===== config.mk =====
export PLATFORM = sky130hd
export DESIGN_NAME = fft_bfly_dif
export DESIGN_NICKNAME = d
export VERILOG_FILES = /design/src/rtl/fft_bfly_dif.sv
export SDC_FILE = /design/constraint.sdc
export NUM_CORES = 2
export LEC_CHECK = 0
export ABC_AREA = 1
export CORE_MARGIN = 5
export CORE_UTILIZATION = 70
export DETAILED_ROUTE_END_ITERATION = 8
export PLACE_DENSITY = 0.89
export SLEW_MARGIN = 20
export SYNTH_ARGS = -nofsm -noshare
export SYNTH_HDL_FRONTEND = slang
export SYNTH_SLANG_ARGS = --single-unit

===== constraint.sdc =====
create_clock -name i_clk -period 17.6 [get_ports i_clk]
set_input_delay 3.52 -clock i_clk [delete_from_list [all_inputs] [get_ports i_clk]]
set_output_delay 3.52 -clock i_clk [all_outputs]
set_load 0.03 [all_outputs]

===== src/rtl/fft_bfly_dif.sv =====
// fft_bfly_dif: pipelined radix-2 DIF butterfly for one FFT stage, 3-cycle latency.
// Define FFT_BFLY_SAT_EN for saturating W-bit output reduction (default wraps).
module fft_bfly_dif #(
  parameter int NFFT  = 32,
  parameter int W     = 16,
  parameter int FRAC  = 14,
  parameter int STAGE = 0,
  parameter int SCALE = 1,
  localparam int KW   = $clog2(NFFT / 2)
) (
  input  logic                i_clk,
  input  logic                i_rst,
  input  logic                i_valid,
  output logic                o_ready,
  input  logic signed [W-1:0] i_a_re,
  input  logic signed [W-1:0] i_a_im,
  input  logic signed [W-1:0] i_b_re,
  input  logic signed [W-1:0] i_b_im,
  output logic [KW-1:0]       o_tw_addr,
  input  logic signed [W-1:0] i_tw_re,
  input  logic signed [W-1:0] i_tw_im,
  output logic                o_valid,
  input  logic                i_ready,
  output logic signed [W-1:0] o_x_re,
  output logic signed [W-1:0] o_x_im,
  output logic signed [W-1:0] o_y_re,
  output logic signed [W-1:0] o_y_im,
  output logic                o_last
);

  localparam int SW = W + 1;
  localparam int PW = 2 * W + 1;
  localparam int YW = 2 * W + 2;

  localparam logic [KW-1:0] KMAX  = KW'(NFFT / 2 - 1);
  localparam logic [KW-1:0] MMASK = KW'((NFFT >> (STAGE + 1)) - 1);

  localparam logic signed [YW-1:0] RND =
    {{(YW - FRAC){1'b0}}, 1'b1, {(FRAC - 1){1'b0}}};

`ifdef FFT_BFLY_SAT_EN
  localparam logic signed [YW-1:0] MAXV =
    {{(YW - W + 1){1'b0}}, {(W - 1){1'b1}}};
  localparam logic signed [YW-1:0] MINV =
    {{(YW - W + 1){1'b1}}, {(W - 1){1'b0}}};

  function automatic logic signed [W-1:0] red(
    input logic signed [YW-1:0] v
  );
    if (v > MAXV) begin
      red = MAXV[W-1:0];
    end else if (v < MINV) begin
      red = MINV[W-1:0];
    end else begin
      red = v[W-1:0];
    end
  endfunction
`else
  function automatic logic signed [W-1:0] red(
    input logic signed [YW-1:0] v
  );
    red = v[W-1:0];
  endfunction
`endif

  // pair counter
  logic [KW-1:0] k_q;
  logic [KW-1:0] k_d;
  logic          acc;

  // P1: sum/diff and captured twiddle
  logic                v1_q;
  logic                l1_q;
  logic signed [SW-1:0] sr_d, si_d, dr_d, di_d;
  logic signed [SW-1:0] sr1_q, si1_q, dr1_q, di1_q;
  logic signed [W-1:0]  tr1_q, ti1_q;

  // P2: products
  logic                 v2_q;
  logic                 l2_q;
  logic signed [SW-1:0] sr2_q, si2_q;
  logic signed [PW-1:0] prr_d, pii_d, pri_d, pir_d;
  logic signed [PW-1:0] prr_q, pii_q, pri_q, pir_q;

  // P3: combine, round, reduce
  logic signed [YW-1:0] yr_d, yi_d;
  logic signed [YW-1:0] yr_s, yi_s;
  logic signed [YW-1:0] xr_w, xi_w;

  assign o_ready   = i_ready;
  assign acc       = i_valid & i_ready;
  assign o_tw_addr = (k_q & MMASK) << STAGE;

  always_comb begin
    k_d = k_q;
    if (acc) begin
      k_d = (k_q == KMAX) ? '0 : k_q + 1'b1;
    end
  end

  always_comb begin
    sr_d = SW'(i_a_re) + SW'(i_b_re);
    si_d = SW'(i_a_im) + SW'(i_b_im);
    dr_d = SW'(i_a_re) - SW'(i_b_re);
    di_d = SW'(i_a_im) - SW'(i_b_im);
    if (SCALE != 0) begin
      sr_d = sr_d >>> 1;
      si_d = si_d >>> 1;
      dr_d = dr_d >>> 1;
      di_d = di_d >>> 1;
    end
  end

  always_comb begin
    prr_d = PW'(dr1_q) * PW'(tr1_q);
    pii_d = PW'(di1_q) * PW'(ti1_q);
    pri_d = PW'(dr1_q) * PW'(ti1_q);
    pir_d = PW'(di1_q) * PW'(tr1_q);
  end

  always_comb begin
    yr_d = YW'(prr_q) - YW'(pii_q) + RND;
    yi_d = YW'(pri_q) + YW'(pir_q) + RND;
    yr_s = yr_d >>> FRAC;
    yi_s = yi_d >>> FRAC;
    xr_w = YW'(sr2_q);
    xi_w = YW'(si2_q);
  end

  // every register holds while downstream stalls
  always_ff @(posedge i_clk) begin
    if (i_rst) begin
      k_q     <= '0;
      v1_q    <= 1'b0;
      l1_q    <= 1'b0;
      sr1_q   <= '0;
      si1_q   <= '0;
      dr1_q   <= '0;
      di1_q   <= '0;
      tr1_q   <= '0;
      ti1_q   <= '0;
      v2_q    <= 1'b0;
      l2_q    <= 1'b0;
      sr2_q   <= '0;
      si2_q   <= '0;
      prr_q   <= '0;
      pii_q   <= '0;
      pri_q   <= '0;
      pir_q   <= '0;
      o_valid <= 1'b0;
      o_last  <= 1'b0;
      o_x_re  <= '0;
      o_x_im  <= '0;
      o_y_re  <= '0;
      o_y_im  <= '0;
    end else if (i_ready) begin
      k_q     <= k_d;
      v1_q    <= i_valid;
      l1_q    <= i_valid & (k_q == KMAX);
      sr1_q   <= sr_d;
      si1_q   <= si_d;
      dr1_q   <= dr_d;
      di1_q   <= di_d;
      tr1_q   <= i_tw_re;
      ti1_q   <= i_tw_im;
      v2_q    <= v1_q;
      l2_q    <= l1_q;
      sr2_q   <= sr1_q;
      si2_q   <= si1_q;
      prr_q   <= prr_d;
      pii_q   <= pii_d;
      pri_q   <= pri_d;
      pir_q   <= pir_d;
      o_valid <= v2_q;
      o_last  <= l2_q;
      o_x_re  <= red(xr_w);
      o_x_im  <= red(xi_w);
      o_y_re  <= red(yr_s);
      o_y_im  <= red(yi_s);
    end
  end

endmodule


Yosys cells after proc, flatten, opt, wreduce, memory -nomap -nowiden --
Cells that the tools add are included.
Storage, ports and cells: bits in registers 322, bits in latches 0, RAM bits 0, bits in read-only memories 0, input bits 100, output and inout bits 71, word-level logic and storage cells 41, memories 0
Operators by class: $add $sub $neg 9, multipliers 4, div/mod/pow operators 0, magnitude comparators 0, equal/unequal tests 1, shift operators 0, multiplexer cells 1, bitwise gates (word level) 2, reductions and logical operators 1
Operator list (number):
- multiplier 16 x 16 -> 30 bit | 4
- adder 30 x 15 -> 30 bit (second input constant) | 2
- adder 16 x 16 -> 17 bit | 2
- subtractor 16 x 16 -> 17 bit | 2
- adder 30 bit | 1
- subtractor 30 bit | 1
- adder 4 x 1 -> 4 bit (second input constant) | 1
- == test 4 bit (second input constant) | 1
- two-way mux 4 bit | 1
- AND 1 bit | 2
- AND reduction 2 bit | 1

Longest topological paths before layout --
word-level depth 2, gate-level depth with buffers 30, gate-level depth less buffers 28

Least setup slack after synthesis --
No wires, ideal clock.
path type input -> output, from in i_ready, to out o_ready, arrival 3665 ps, data required time 14080 ps, slack 10415 ps, stages 1, buffers on the path 1, path through buf_4
RTL lines:
- from (decl) | RTL line 23 | input logic i_ready,
- to (decl) | RTL line 14 | output logic o_ready,
No word-level cell between the ends.

Worst setup path after layout --
from in i_ready, to out o_ready
No word-level cell between the ends.

==> flow_summary_export.csv <==
group,metric,value,unit
sta,min_period_over_period,47.0,%
yosys,synth_cells,8207,
yosys,synth_top_area_share,33.6,%
routing,drt_iter0_drc,4764,
floorplan,die_h,301,µm
critical_path,reg2regPathDepth,19,
critical_path,cp-end-kind,"output pin",
placement,dp.cells,9207,
pwr,p_int,2.93,mW
routing,drc,0,
critical_path,crit_type,"primary input to output pin",
flow_run,max-cap-violations,0,
global_routing,grt_usage,40.2,%
routing,avgViaCountPerCell,5.68,
clock_tree,h-tree-depth,2,
critical_path,max_stage_delay,0.79,ns
hold_path,min_path_cells,2,
final_layout,final_cell_mix,"inv_1 (2178), nand2_1 (1748), fa_1 (996), nor2_1 (754), ha_1 (487)",
routing,drtAntennaViolNets,0,
placement,place_hpwl,137,mm
sta,slew_violations,0,
yosys,synth_nets,9790,
clock_tree,tritoncts.num_buffers,39,
pwr,p_clk_share,13.8,%
hold_path,hold_path_class,"flop to flop",
clock_tree,insertion_delay,0.64,ns
sta,rsz0062_at_grt,"false",
final_layout,final_nets,9697,
critical_path,path_cells,"buf_8 -> clkdlybuf4s50_1",
clock_tree,clock_path_buffers,3,
yosys,ys_seq_elements,322,
floorplan,start_util,70.8,%
routing,vias,52700,
status,status,"completed",
yosys,synth_edf_count,0,
yosys,synth_area,59400,µm²
floorplan,fp-row-count,106,
sta,fin_crit,8.28,ns
final_layout,area_growth,5.98,%
yosys,yosys.cell_types.count,50,
floorplan,core,83800,µm²
global_routing,grt_start_max_net_pins,209,
sta,whs,0.464,ns
critical_path,path_max_fanout,96,
floorplan,die_w,301,µm
clock_tree,clkSinkCount,322,
pwr,ir_drop,0.113,mV
yosys,avgSynthCellArea,7.23,µm²
critical_path,path_depth,2,
pwr,p_sw,3.62,mW
global_routing,grt_pass1_vias,55400,
critical_path,crit_required,14.08,ns
floorplan,dieArea,90700,µm²
clock_tree,cts_setup_buffers,0,
global_routing,grt_pass1_wl,287,mm
routing,drt-total-wl,180,mm
placement,portBuffers,170,
routing,wire_per_inst,19.4,µm
sta,clock_skew,0.0417,ns
final_layout,fin_util,75.1,%
critical_path,start_kind,"primary input",
final_layout,final_cells,9278,
yosys,yosys.area.top_type,"fa_1",
global_routing,antenna_found_initial,2,
pwr,pwr-share-seq,15.6,%
pwr,power_frac_comb,70.6,%
yosys,synthTopCellsByArea,"fa_1 (34%), inv_1 (14%), nand2_1 (11%)",
yosys,ys.flop_type,"dfxtp_1",
clock_tree,cts_tree,"done",
critical_path,cp_top_family,"buffers and inverters",
yosys,synthArstFlopShare,0,%
sta,relSlewSlack,22.0,%
placement,place_congestion,1.01,
critical_path,critical_path_buf_inv_count,2,
pwr,total_power,6.54,mW
critical_path,critPathSlowestCell,"clkdlybuf4s50_1",
floorplan,io_pins,171,
yosys,yosysWarningCount,0,
sta,fmax,0.121,GHz
clock_tree,ctsResizeCount,0,
pwr,p_leak,37.2,nW
sta,hold_viol,0,
clock_tree,cts.reportedPaths.clkPinSlew,0.06,ns
sta,setup_viol_count_final,0,
critical_path,arrival,4.76,ns
sta,final.setup.tns,0,ns
clock_tree,hold_buffers,0,
routing,dr.pass1.iters,6,
yosys,yosysSeqAreaShare,10.9,%
sta,worst_pin_slew,1.17,ns
clock_tree,clockRootBuffer,"clkbuf_16",
final_layout,drive_above_1_share,2.67,%
final_layout,layout_commonest_cell,"inv_1",
global_routing,grt-ovfl-total,0,
pwr,switching_share,55.3,%
pwr,p_per_area,104,nW/µm²
## synthesized netlist by cell type, types with 8 or more instances
master	n
o21ai_0	339
nor3_1	35
a31oi_1	8
o21ai_1	24
dfxtp_1	322
buf_1	13
nor4_1	11
a21o_1	27
clkbuf_1	284
o211ai_1	25
nand4_1	44
nand3_1	285
a21oi_1	304
xnor2_1	28
o21ai_2	11
nand2_1	1748
inv_1	2179
buf_2	52
nor2_1	754
nand2_2	22
inv_2	8
xor2_1	85
o21bai_1	28
fa_1	996
ha_1	487
o21a_1	11
## area by class of cell
type / instances / area [µm²]
Antenna cell: 2 / 5.00
Fill cell: 6335 / 20900
Inverter: 2187 / 8220
Clock inverter: 16 / 298
Timing Repair Buffer: 228 / 2160
Clock buffer: 53 / 1110
Tap cell: 1134 / 1420
Sequential cell: 322 / 6470
Multi-Input combinational cell: 5336 / 43200
## final timing paths
kind,from,to,slack (ns)
max,i_ready,o_ready,9.32
min,pii_q[0],pii_q[0],0.46
max reg2reg,ti1_q[7],pii_q[28],11.03
min reg2reg,pii_q[0],pii_q[0],0.46
## power groups by stage
stage | clock network, mW | registers, mW | logic [mW]
final | 0.901 | 1.02 | 4.62
after floorplan | 0 | 0.987 | 2.99
after detailed placement | 0 | 1.03 | 4.45
after global placement | 0 | 1.02 | 4.38
after global routing | 0.937 | 1.02 | 5.07
after CTS | 0.909 | 1.01 | 4.51
## worst min-delay path, cell delays in order, from the launching register on
cell     delay (ns)
dfxtp_1        0.31
nand2_1        0.06
a21oi_1        0.05
## registers in the layout, indices dropped and copies added, names as in the netlist, 30 cells and up
name	cells
pri_q	30
pii_q	30
pir_q	30
prr_q	30
## logic make-up after synthesis
| family | synth area share, % |
|---|---|
| buffers and inverters | 16.3 |
| DFF | 10.9 |
| xor gates and xnor gates | 1.69 |
| AOI/OAI and AO/OA | 7.52 |
| adders and majority gates | 43.8 |
| and+or+nand+nor | 19.8 |
## stage by stage
stage / cell area (µm²) / worst slack, ns
detailed placement: 61500 / 9.30
global route: 62900 / 9.27
CTS: 62900 / 9.30
floorplan: 59400 / 10.42
global placement: 61500 / 9.30
finish: 62900 / 9.32
## metal layers
| metal | GRT usage [%] | vias up | routed length (µm) |
|---|---|---|---|
| met1 | 50.6 | 25000 | 65300 |
| met3 | 10.9 | 855 | 22400 |
| met2 | 63.1 | 3091 | 79000 |
| li1 | - | 23800 | - |
| met4 | 23.0 | 2 | 13000 |
| met5 | 0 | - | 12 |
No activity file was read; power rests on OpenSTA's default activity.
